File: src/rtl/sar_avg_pkg.sv
`default_nettype none
// ============================================================================
// Module   : sar_avg_pkg
// Purpose  : Shared constants and FSM state encodings for the SAR ADC
//            oversampling averager.
// Revision : 1.0 - initial release
// ============================================================================
package sar_avg_pkg;

  // Sample / result width of the SAR ADC conversion word.
  localparam int SAMPLE_W_DEFAULT = 16;

  // Largest supported block size exponent (N = 64 samples).
  localparam int LOG2_N_MAX = 6;

  // Accumulator FSM: IDLE holds acc/cnt cleared, ACCUM sums samples.
  typedef enum logic [0:0] {
    IDLE  = 1'b0,
    ACCUM = 1'b1
  } acc_state_e;

  // Output register FSM: EMPTY has nothing to offer, FULL holds a result.
  typedef enum logic [0:0] {
    EMPTY = 1'b0,
    FULL  = 1'b1
  } out_state_e;

endpackage
`default_nettype wire

File: src/rtl/sar_avg_accum.sv
`default_nettype none
// ============================================================================
// Module   : sar_avg_accum
// Purpose  : Block accumulator. Sums 2^LOG2_N samples, raises o_done for one
//            cycle on the completing sample and presents the block mean.
// Config   : SAR_AVG_ROUND_EN - round half up instead of truncating.
// Revision : 1.0 - initial release
// ============================================================================
module sar_avg_accum
  import sar_avg_pkg::*;
#(
  parameter int LOG2_N   = 2,
  parameter int SAMPLE_W = SAMPLE_W_DEFAULT
) (
  input  logic                clk,
  input  logic                rst_n,
  input  logic                i_enable,
  input  logic [SAMPLE_W-1:0] i_sample,
  input  logic                i_sample_valid,
  output logic                o_done,
  output logic [SAMPLE_W-1:0] o_result
);

  // Wide enough for the sum of N full-scale samples plus the rounding term.
  localparam int ACC_W = SAMPLE_W + LOG2_N;

  acc_state_e       r_state;
  acc_state_e       w_state_nxt;
  logic [ACC_W-1:0] r_acc;
  logic [ACC_W-1:0] w_sum;
  logic [ACC_W-1:0] w_rsum;
  logic             w_take;
  logic             w_last;

  // Samples are taken whenever enabled; the cycle enable rises finds acc
  // already cleared by IDLE, so that sample legitimately opens a block.
  assign w_take = i_enable && i_sample_valid;
  assign w_sum  = r_acc + ACC_W'(i_sample);

  // Accumulator FSM state register.
  always_ff @(posedge clk or negedge rst_n) begin
    if (!rst_n) r_state <= IDLE;
    else        r_state <= w_state_nxt;
  end

  // Accumulator FSM next state follows the enable level.
  always_comb begin
    w_state_nxt = r_state;
    case (r_state)
      IDLE:    if (i_enable)  w_state_nxt = ACCUM;
      ACCUM:   if (!i_enable) w_state_nxt = IDLE;
      default: w_state_nxt = IDLE;
    endcase
  end

  // Running sum; cleared when leaving for / sitting in IDLE and on block end.
  always_ff @(posedge clk or negedge rst_n) begin
    if (!rst_n)                    r_acc <= '0;
    else if (w_state_nxt == IDLE)  r_acc <= '0;
    else if (w_take)               r_acc <= w_last ? '0 : w_sum;
  end

  if (LOG2_N > 0) begin : g_cnt
    logic [LOG2_N-1:0] r_cnt;

    // Sample counter; wraps to zero on the Nth sample so blocks abut.
    always_ff @(posedge clk or negedge rst_n) begin
      if (!rst_n)                   r_cnt <= '0;
      else if (w_state_nxt == IDLE) r_cnt <= '0;
      else if (w_take)              r_cnt <= r_cnt + LOG2_N'(1);
    end

    assign w_last = &r_cnt;
  end else begin : g_no_cnt
    // N = 1: every sample is a complete block.
    assign w_last = 1'b1;
  end

`ifdef SAR_AVG_ROUND_EN
  if (LOG2_N > 0) begin : g_round
    assign w_rsum = w_sum + (ACC_W'(1) << (LOG2_N - 1));
  end else begin : g_round_bypass
    assign w_rsum = w_sum;
  end
`else
  assign w_rsum = w_sum;
`endif

  assign o_done   = w_take && w_last;
  assign o_result = SAMPLE_W'(w_rsum >> LOG2_N);

endmodule
`default_nettype wire

File: src/rtl/sar_oversample_avg.sv
`default_nettype none
// ============================================================================
// Module   : sar_oversample_avg
// Purpose  : SAR ADC oversampling averager. Block means are held in a single
//            result register behind a valid/ready handshake; results that
//            arrive while the register is occupied are dropped and flagged.
// Config   : SAR_AVG_ROUND_EN - round half up instead of truncating.
// Revision : 1.0 - initial release
// ============================================================================
module sar_oversample_avg
  import sar_avg_pkg::*;
#(
  parameter int LOG2_N   = 2,
  parameter int SAMPLE_W = SAMPLE_W_DEFAULT
) (
  input  logic                clk,
  input  logic                reset,
  input  logic                enable,
  input  logic [SAMPLE_W-1:0] sample_in,
  input  logic                sample_valid,
  output logic [SAMPLE_W-1:0] avg_out,
  output logic                avg_valid,
  input  logic                avg_ready,
  output logic                overrun,
  input  logic                clr_overrun
);

  out_state_e          r_out_state;
  out_state_e          w_out_nxt;
  logic [SAMPLE_W-1:0] r_avg;
  logic                r_overrun;
  logic                w_done;
  logic [SAMPLE_W-1:0] w_result;
  logic                w_hs;
  logic                w_load;
  logic                w_drop;

  sar_avg_accum #(
    .LOG2_N   (LOG2_N),
    .SAMPLE_W (SAMPLE_W)
  ) u_accum (
    .clk            (clk),
    .rst_n          (reset),
    .i_enable       (enable),
    .i_sample       (sample_in),
    .i_sample_valid (sample_valid),
    .o_done         (w_done),
    .o_result       (w_result)
  );

  // Output FSM state register.
  always_ff @(posedge clk or negedge reset) begin
    if (!reset) r_out_state <= EMPTY;
    else        r_out_state <= w_out_nxt;
  end

  // Output FSM: load on completion when the slot is free or being drained
  // this cycle, otherwise drop the new result.
  always_comb begin
    w_out_nxt = r_out_state;
    w_load    = 1'b0;
    w_drop    = 1'b0;
    w_hs      = (r_out_state == FULL) && avg_ready;
    case (r_out_state)
      EMPTY: begin
        if (w_done) begin
          w_load    = 1'b1;
          w_out_nxt = FULL;
        end
      end
      FULL: begin
        if (w_done) begin
          if (w_hs) w_load = 1'b1;
          else      w_drop = 1'b1;
        end else if (w_hs) begin
          w_out_nxt = EMPTY;
        end
      end
      default: w_out_nxt = EMPTY;
    endcase
  end

  // Result register; untouched by drops and by partial-block discards.
  always_ff @(posedge clk or negedge reset) begin
    if (!reset)      r_avg <= '0;
    else if (w_load) r_avg <= w_result;
  end

  // Sticky overrun flag; a drop in the same cycle as a clear keeps it set.
  always_ff @(posedge clk or negedge reset) begin
    if (!reset)           r_overrun <= 1'b0;
    else if (w_drop)      r_overrun <= 1'b1;
    else if (clr_overrun) r_overrun <= 1'b0;
  end

  assign avg_out   = r_avg;
  assign avg_valid = (r_out_state == FULL);
  assign overrun   = r_overrun;

endmodule
`default_nettype wire

File: config.mk
export PLATFORM = sky130hd
export DESIGN_NAME = sar_oversample_avg
export DESIGN_NICKNAME = d
export VERILOG_FILES = /design/src/rtl/sar_avg_pkg.sv /design/src/rtl/sar_avg_accum.sv /design/src/rtl/sar_oversample_avg.sv
export SDC_FILE = /design/constraint.sdc
export NUM_CORES = 1
export LEC_CHECK = 0
export CAP_MARGIN = 40
export CORE_MARGIN = 3
export CORE_UTILIZATION = 57
export CTS_CLUSTER_SIZE = 10
export DETAILED_ROUTE_END_ITERATION = 8
export PLACE_DENSITY = 0.82
export SYNTH_ARGS = -nofsm -noshare
export SYNTH_HDL_FRONTEND = slang
export SYNTH_HIERARCHICAL = 1
export SYNTH_SLANG_ARGS = --single-unit
File: constraint.sdc
create_clock -name clk -period 5.1 [get_ports clk]
set_clock_uncertainty 0.1 [all_clocks]
set_input_delay 1.02 -clock clk [delete_from_list [all_inputs] [get_ports clk]]
set_output_delay 1.02 -clock clk [all_outputs]
set_load 0.05 [all_outputs]
* Word level (Yosys, flattened, before mapping)
Index checks and enable logic that the tools add are counted.
** Storage, ports and cells
- Bits in registers :: 38
- Word-level logic and storage cells :: 31
- Input port bits :: 22
- Output and inout bits :: 18
** Cells by class
- Mux-type cells :: 17
- Bitwise gates (word level) :: 1
- Equality and inequality tests :: 1
- Add/subtract/negate cells :: 2
- Reductions and logical operators :: 5
** Operators by type and width (number)
- 18-bit 2-to-1 mux :: 3
- 18-bit by 16-bit adder with 18-bit output :: 1
- 1-bit 2-to-1 mux :: 10
- 2-bit 2-to-1 mux :: 2
- 1-bit case mux with 2 select lines :: 2
- 1-bit logical AND :: 3
- 2-bit by 1-bit adder with 2-bit output (second input constant) :: 1
- 2-bit != test (second input constant) :: 1
- 2-bit AND reduction :: 1
- 2-bit nonzero test :: 1
- 1-bit NOT :: 1

* Logic depth before layout (Yosys ltp)
Gate-level depths: netlist of the first run.
- Depth after elaboration :: 5
- Gate-level depth with buffers :: 9

* Modules after synthesis
Netlist of the first run, hierarchy kept.
** Modules (own cells, without submodules)
- sar_avg_accum :: instances 1, area each 1650.3 µm², cells each 178
- sar_oversample_avg :: instances 1, area each 730.7 µm², cells each 41

* Worst setup path after synthesis of the first run
Ideal clock, no wire load.
- Path type :: input-to-reg
- From :: in sample_in[0]
- To :: reg r_avg[8] (netlist: avg_out[8])
- Setup time :: 125 ps
- Stages on the path :: 9
- Path slack :: 1869 ps
- Buffers on the path :: 0
- Arrival time :: 3007 ps
- Path through :: ha_1 fa_1 a211oi_2 o21a_2 a21oi_1 o21a_1 or3_1 and2_1 mux2_2
** On the way
- Cells in the longest elaborated chain, start to end :: 1
** RTL lines
- from (decl) :: line sar_oversample_avg.sv:19 : input logic [SAMPLE_W-1:0] sample_in,
- 18-bit by 16-bit adder with 18-bit output :: line sar_avg_accum.sv:38 : assign w_sum = r_acc + ACC_W'(i_sample);
- named net w_result[8] :: line sar_oversample_avg.sv:33 : logic [SAMPLE_W-1:0] w_result;
- to (signal assigned) :: line sar_oversample_avg.sv:86 : else if (w_load) r_avg <= w_result;
- to (decl) :: line sar_oversample_avg.sv:30 : logic [SAMPLE_W-1:0] r_avg;
The timed path passes the listed nets, and every way through them passes these cells.
A chain may end at the register's enable or synchronous reset.

* Worst setup path after layout of the first run
Same ends and word-level chain as after synthesis.

==> impl_metrics.yaml, run 1 <==
outcome:
  status: "finished clean"
power_and_ir_drop:
  p_switching_uw: 434
  power_leakage_nw: 1.35
  p_clk_frac: 0.197
  combPwrFrac: 0.450
  intPower_uw: 677
  pwr-share-seq: 0.353
  netSwitchingFraction: 0.391
  power.density_nw_per_um2: 385
  vdd_ir_drop_max_mv: 0.231
global_routing:
  grt_pass1_wl_um: 8470
  grt_start_max_net_pins: 39
  grt_usage: 0.211
  grt-ovfl-total: 0
  antenna_found_initial: 0
  grt_pass1_vias: 1788
critical_path:
  cp.arrival_ns: 3.63
  reg2regPathDepth: 9
  cp.required_ns: 5.18
  crit_fanout: 4
  cp-end-kind: "register"
  startpoint_type: "input pin"
  path_class: "in2reg"
sta:
  worst_slew_pin_slew_ns: 0.826
  hold_viol: 0
  finalSetupViolCount: 0
  finalSetupTns_ns: 0
  period_minus_slack_ns: 3.55
  slew_violations: 0
  fmax_mhz: 282
  rsz0062_at_grt: "false"
  period_share: 0.696
  max_slew_margin: 0.450
final_layout:
  fin_cells: 308
  num_antenna_cells: 0
  fin_nets: 299
  ff_latch_area_sq_um: 951
  mostFrequentLayoutCells: "dfrtp_1 (38), clkdlybuf4s50_1 (38), a21oi_1 (17), ha_1 (17), nand2_1 (13)"
  area_growth_pct: 21.3
  post-route-cell-area_sq_um: 2890
  fillers: 282
  fin_util: 0.750
  drive_gt1_frac: 0.146
  multiInputGateArea_sq_um: 1380
cts:
  numCtsBuffers: 5
  cts_sinks: 38
  tritoncts: "done"
  cts_hold_buf: 0
  cts_setup_buffers: 0
  h-tree-depth: 2
  cts_root_buf: "clkbuf_8"
  cts_resized: 0
  clk_pin_slew_ns: 0.08
  clockBufferDepth: 2
  clk-insertion-delay-late_ns: 0.29
placement:
  dp_cells: 300
  gp_congestion: 0.855
  port_buffers: 39
  dpl-instance-area_sq_um: 2790
  dp_hpwl_um: 3570
worst_hold_path:
  whs_path_depth: 2
  hp-class: "reg2reg"
synthesis:
  yosysUniqueCellTypes: 49
  synth_area_sq_um: 2380
  ys.warnings.count: 6
  avgSynthCellArea_sq_um: 10.9
  synth_fp_nets: 259
  seq_area_frac_synth: 0.399
  syn_inst: 219
  synth-main-ff-cell: "dfrtp_1"
  async_flop_share: 1.00
  synth_edf_count: 0
  ys_ff_latch: 38
run:
  drv_cap: 0
detailed_routing:
  dr.pass1.iters: 4
  drt-vias-per-instance: 6.00
  vias: 1848
  wirelength_um: 5110
  antenna_left: 0
  routedWlPerCell_um: 16.6
  route.detailed.drc: 0
  drtIter0Drc: 149
floorplanning:
  start_util: 0.618
  num_io_pins: 40
  die_area_sq_um: 4990
  die_w_um: 70.6
  fp.dieH_um: 70.6
  core_sq_um: 3850
  rows: 22
-- final timing paths --
path / startpoint / slack [ns] / end
worst min register to register: u_accum/r_acc[11] / 0.40 / u_accum/r_acc[11]
max in group asynchronous: reset / 3.65 / u_accum/r_acc[16]
worst max register to register: u_accum/r_acc[0] / 2.31 / avg_out[8]
worst max-delay path: sample_in[0] / 1.55 / avg_out[8]
worst min-delay path: u_accum/r_acc[11] / 0.40 / u_accum/r_acc[11]
min in group asynchronous: reset / 0.72 / u_accum/r_acc[1]
-- worst max-delay path, cell delays in order --
cell,delay (ns)
clkdlybuf4s50_1,0.40
ha_1,0.23
fa_1,0.45
a211oi_2,0.26
o21a_2,0.22
a21oi_1,0.10
o21a_1,0.19
or3_1,0.34
and2_1,0.18
mux2_2,0.25
-- per-stage QoR --
step	total power, mW	setup WS (ns)	hold WS [ns]
after CTS	1.11	1.59	0.402
after floorplan	0.751	1.87	0.364
final	1.11	1.55	0.403
after global routing	1.17	1.45	0.425
after detailed placement	0.893	1.32	0.385
after global placement	0.882	1.38	0.378
-- synthesized netlist by cell type (all sizes together), types with 5 or more instances --
library cell	count	share of area
nor2	8	0.013
mux2	16	0.091
or3	6	0.016
a22o	11	0.040
nand2	14	0.025
dfrtp	38	0.40
nor2b	5	0.013
xnor2	8	0.029
o21ai	14	0.031
ha	17	0.089
a21oi	18	0.039
clkbuf	6	0.0095
and2	5	0.013
o21a	6	0.019
-- registers in the layout, summed over array words and instances (netlist names) --
signal,cells
u_accum/g_cnt.r_cnt,2
u_accum/r_acc,18
avg_out,16
overrun,1
avg_valid,1
-- power groups by stage --
| stage | clock, mW | combinational [mW] | sequential, mW |
|---|---|---|---|
| finish | 0.219 | 0.500 | 0.392 |
| global route | 0.234 | 0.536 | 0.400 |
| CTS | 0.222 | 0.500 | 0.392 |
| detailed placement | 0 | 0.495 | 0.398 |
| global placement | 0 | 0.488 | 0.394 |
| floorplan | 0 | 0.245 | 0.507 |
-- kinds of logic (layout without fill, tap and decap cells) --
family / Yosys count / in the layout / share of synthesized area
mux: 18 / 18 / 0.0998
buf+inv: 10 / 51 / 0.0231
compound gates: 68 / 68 / 0.207
flops: 38 / 38 / 0.399
fa+ha+maj: 18 / 18 / 0.0977
xor+xnor: 12 / 12 / 0.0441
simple gates: 55 / 55 / 0.129
-- metal layers --
layer  part of all wire  vias up  track usage  wire length, um
li1                   -      895            -                -
met1               0.44      895        0.274             2260
met2               0.50       50        0.359             2560
met3              0.042        8       0.0412              216
met4              0.013        0       0.0626               68
met5                  0        -            0                0
-- area by class of cell --
cell class / count / area share
inverters: 2 / 0.00260
well taps: 48 / 0.0208
repair buffers: 41 / 0.139
clock buffers: 6 / 0.0286
flip-flops and latches: 38 / 0.329
multi-input cells: 171 / 0.476
clock inverters: 2 / 0.00433
Note: power is estimated with default switching activity, not from simulation.
==> run 2: changes to the inputs <==
--- a/config.mk
+++ b/config.mk
@@ -7,10 +7,10 @@
 export LEC_CHECK = 0
 export CAP_MARGIN = 40
 export CORE_MARGIN = 3
-export CORE_UTILIZATION = 57
+export CORE_UTILIZATION = 53
 export CTS_CLUSTER_SIZE = 10
 export DETAILED_ROUTE_END_ITERATION = 8
-export PLACE_DENSITY = 0.82
+export PLACE_DENSITY = 0.77
 export SYNTH_ARGS = -nofsm -noshare
 export SYNTH_HDL_FRONTEND = slang
 export SYNTH_HIERARCHICAL = 1
==> constraint.sdc (replaced) <==
create_clock -name clk -period 3.3 [get_ports clk]
set_clock_uncertainty 0.1 [all_clocks]
set_input_delay 0.66 -clock clk [delete_from_list [all_inputs] [get_ports clk]]
set_output_delay 0.66 -clock clk [all_outputs]
set_load 0.05 [all_outputs]
==> run 2 against run 1 <==
Clock power is 120% higher. Critical path type unchanged. Cell area is 4.0% higher. Die area is 6.9% higher. Critical path depth stayed put. First-iteration DRC count is 35% lower. Sequential share of layout area is 1.3 points lower. Worst hold slack worse by 0.20 ns. Largest cell class unchanged. Critical endpoint unchanged. Clock-buffer cell count stayed put. Largest power group unchanged. Non-clock buffer count is 6 higher.
==> impl_metrics.yaml, run 2 (synthesis results as in run 1) <==
critical_path:
  crit_slowest_cell: "clkdlybuf4s50_1"
  crit_family: "compound AO/OA/AOI/OAI gates"
  endpoint: "avg_out[8]"
  cp-end-kind: "register"
  cp.buffers_inverters: 1
  max_stage_delay_ns: 0.41
  r2r_slack_ns: 0.69
  crit-reg2reg-capture: "avg_out[8]"
  cp_cell_sequence: "clkdlybuf4s50_1, ha_1, fa_1, a211oi_2, o21a_2, a21oi_1, o21a_1, or3_1, and2_1, mux2_2"
  cp.arrival_ns: 3.08
  crit_fanout: 2
  startpoint_type: "input pin"
  reg2regPathDepth: 9
  worstSetupStartpoint: "sample_in[0]"
  worstSetupPathDepth: 10
  path_class: "in2reg"
  r2r_start: "u_accum/r_acc[0]"
  cp.required_ns: 3.37
cts:
  tritoncts: "done"
  h-tree-depth: 2
  cts_root_buf: "clkbuf_8"
  cts_sinks: 38
  cts_setup_buffers: 0
  cts_resized: 0
  numCtsBuffers: 5
  cts_hold_buf: 0
  clockBufferDepth: 2
  clk_pin_slew_ns: 0.08
  clk-insertion-delay-late_ns: 0.29
final_layout:
  post-route-cell-area_sq_um: 3000
  fillers: 310
  fin_util: 0.720
  area_growth_pct: 26.2
  fin_nets: 305
  num_antenna_cells: 0
  largest_reg_flops: 18
  mostFrequentLayoutCells: "dfrtp_1 (38), clkdlybuf4s50_1 (38), a21oi_1 (17), ha_1 (17), nand2_1 (13)"
  drive_gt1_frac: 0.165
  ff_latch_area_sq_um: 951
  multiInputGateArea_sq_um: 1380
  fin_cells: 316
  top_register: "u_accum/r_acc"
placement:
  gp_congestion: 0.858
  dpl-instance-area_sq_um: 2860
  dp_cells: 308
  port_buffers: 39
  dp_hpwl_um: 3680
  dp_slack_ns: -0.000210
global_routing:
  antenna_found_initial: 0
  grt_start_max_net_pins: 23
  grt-ovfl-total: 0
  grt_usage: 0.207
  grt_pass1_wl_um: 8650
  grt_pass1_vias: 1864
sta:
  finalSetupTns_ns: 0
  fmax_mhz: 333
  period_share: 0.911
  max_slew_margin: 0.652
  worst_slew_pin_slew_ns: 0.521
  holdWs_ns: 0.203
  finalSetupViolCount: 0
  hold_viol: 0
  worst_slack_ns: 0.293
  rsz0062_at_grt: "false"
  period_minus_slack_ns: 3.01
  slew_violations: 0
detailed_routing:
  dr.pass1.iters: 5
  routedWlPerCell_um: 15.8
  wirelength_um: 4990
  drtIter0Drc: 97
  route.detailed.drc: 0
  drt-vias-per-instance: 5.85
  antenna_left: 0
  vias: 1849
power_and_ir_drop:
  netSwitchingFraction: 0.353
  pwr-share-seq: 0.322
  combPwrFrac: 0.418
  intPower_mw: 1.21
  power.density_nw_per_um2: 625
  power_leakage_nw: 1.41
  p_clk_frac: 0.259
  vdd_ir_drop_max_mv: 0.294
  p_switching_uw: 664
  p_total_mw: 1.88
floorplanning:
  die_area_sq_um: 5330
  fp.dieH_um: 73.0
  die_w_um: 73.0
  start_util: 0.571
  num_io_pins: 40
  rows: 23
  core_sq_um: 4170
run:
  drv_cap: 0
outcome:
  status: "finished clean"
worst_hold_path:
  hp-class: "in2async"
==> run 2: worst reg2reg max path, stage by stage, from the launching register on <==
cell      delay, ns
dfrtp_1        0.40
ha_1           0.21
fa_1           0.40
a211oi_2       0.23
o21a_2         0.17
a21oi_1        0.07
o21a_1         0.19
or3_1          0.32
and2_1         0.16
mux2_2         0.25
==> run 2: cell type report <==
cell class                      instances  area share
Inverter                                2     0.00250
Tap cell                               50      0.0208
Sequential cell                        38       0.317
Clock inverter                          2      0.0200
Clock buffer                            6      0.0275
Multi-Input combinational cell        171       0.458
Timing Repair Buffer                   47       0.155
==> run 2: worst min-delay path by stage <==
stage,to,slack [ns],startpoint,cells after the start
global route,avg_valid,0.22,reset,1
CTS,u_accum/r_acc[10],0.21,reset,1
floorplan,avg_out[0],0.26,reset,0
detailed placement,u_accum/r_acc[11],0.38,u_accum/r_acc[11],2
finish,u_accum/r_acc[10],0.20,reset,1
global placement,u_accum/r_acc[11],0.38,u_accum/r_acc[11],2
==> run 2: power groups by stage <==
stage                     clock network [mW]  logic, mW  registers, mW
after floorplan                            0      0.378          0.783
after CTS                              0.496      0.789          0.606
after global placement                     0      0.771          0.610
after detailed placement                   0      0.787          0.613
final                                  0.487      0.785          0.605
after global routing                   0.519      0.851          0.618
==> run 2: layer usage <==
metal,GRT usage,vias to the layer above,share of wire
li1,-,907,-
met1,0.267,884,0.43
met2,0.349,56,0.50
met3,0.0468,2,0.060
met4,0.0533,0,0.0038
met5,0,-,0
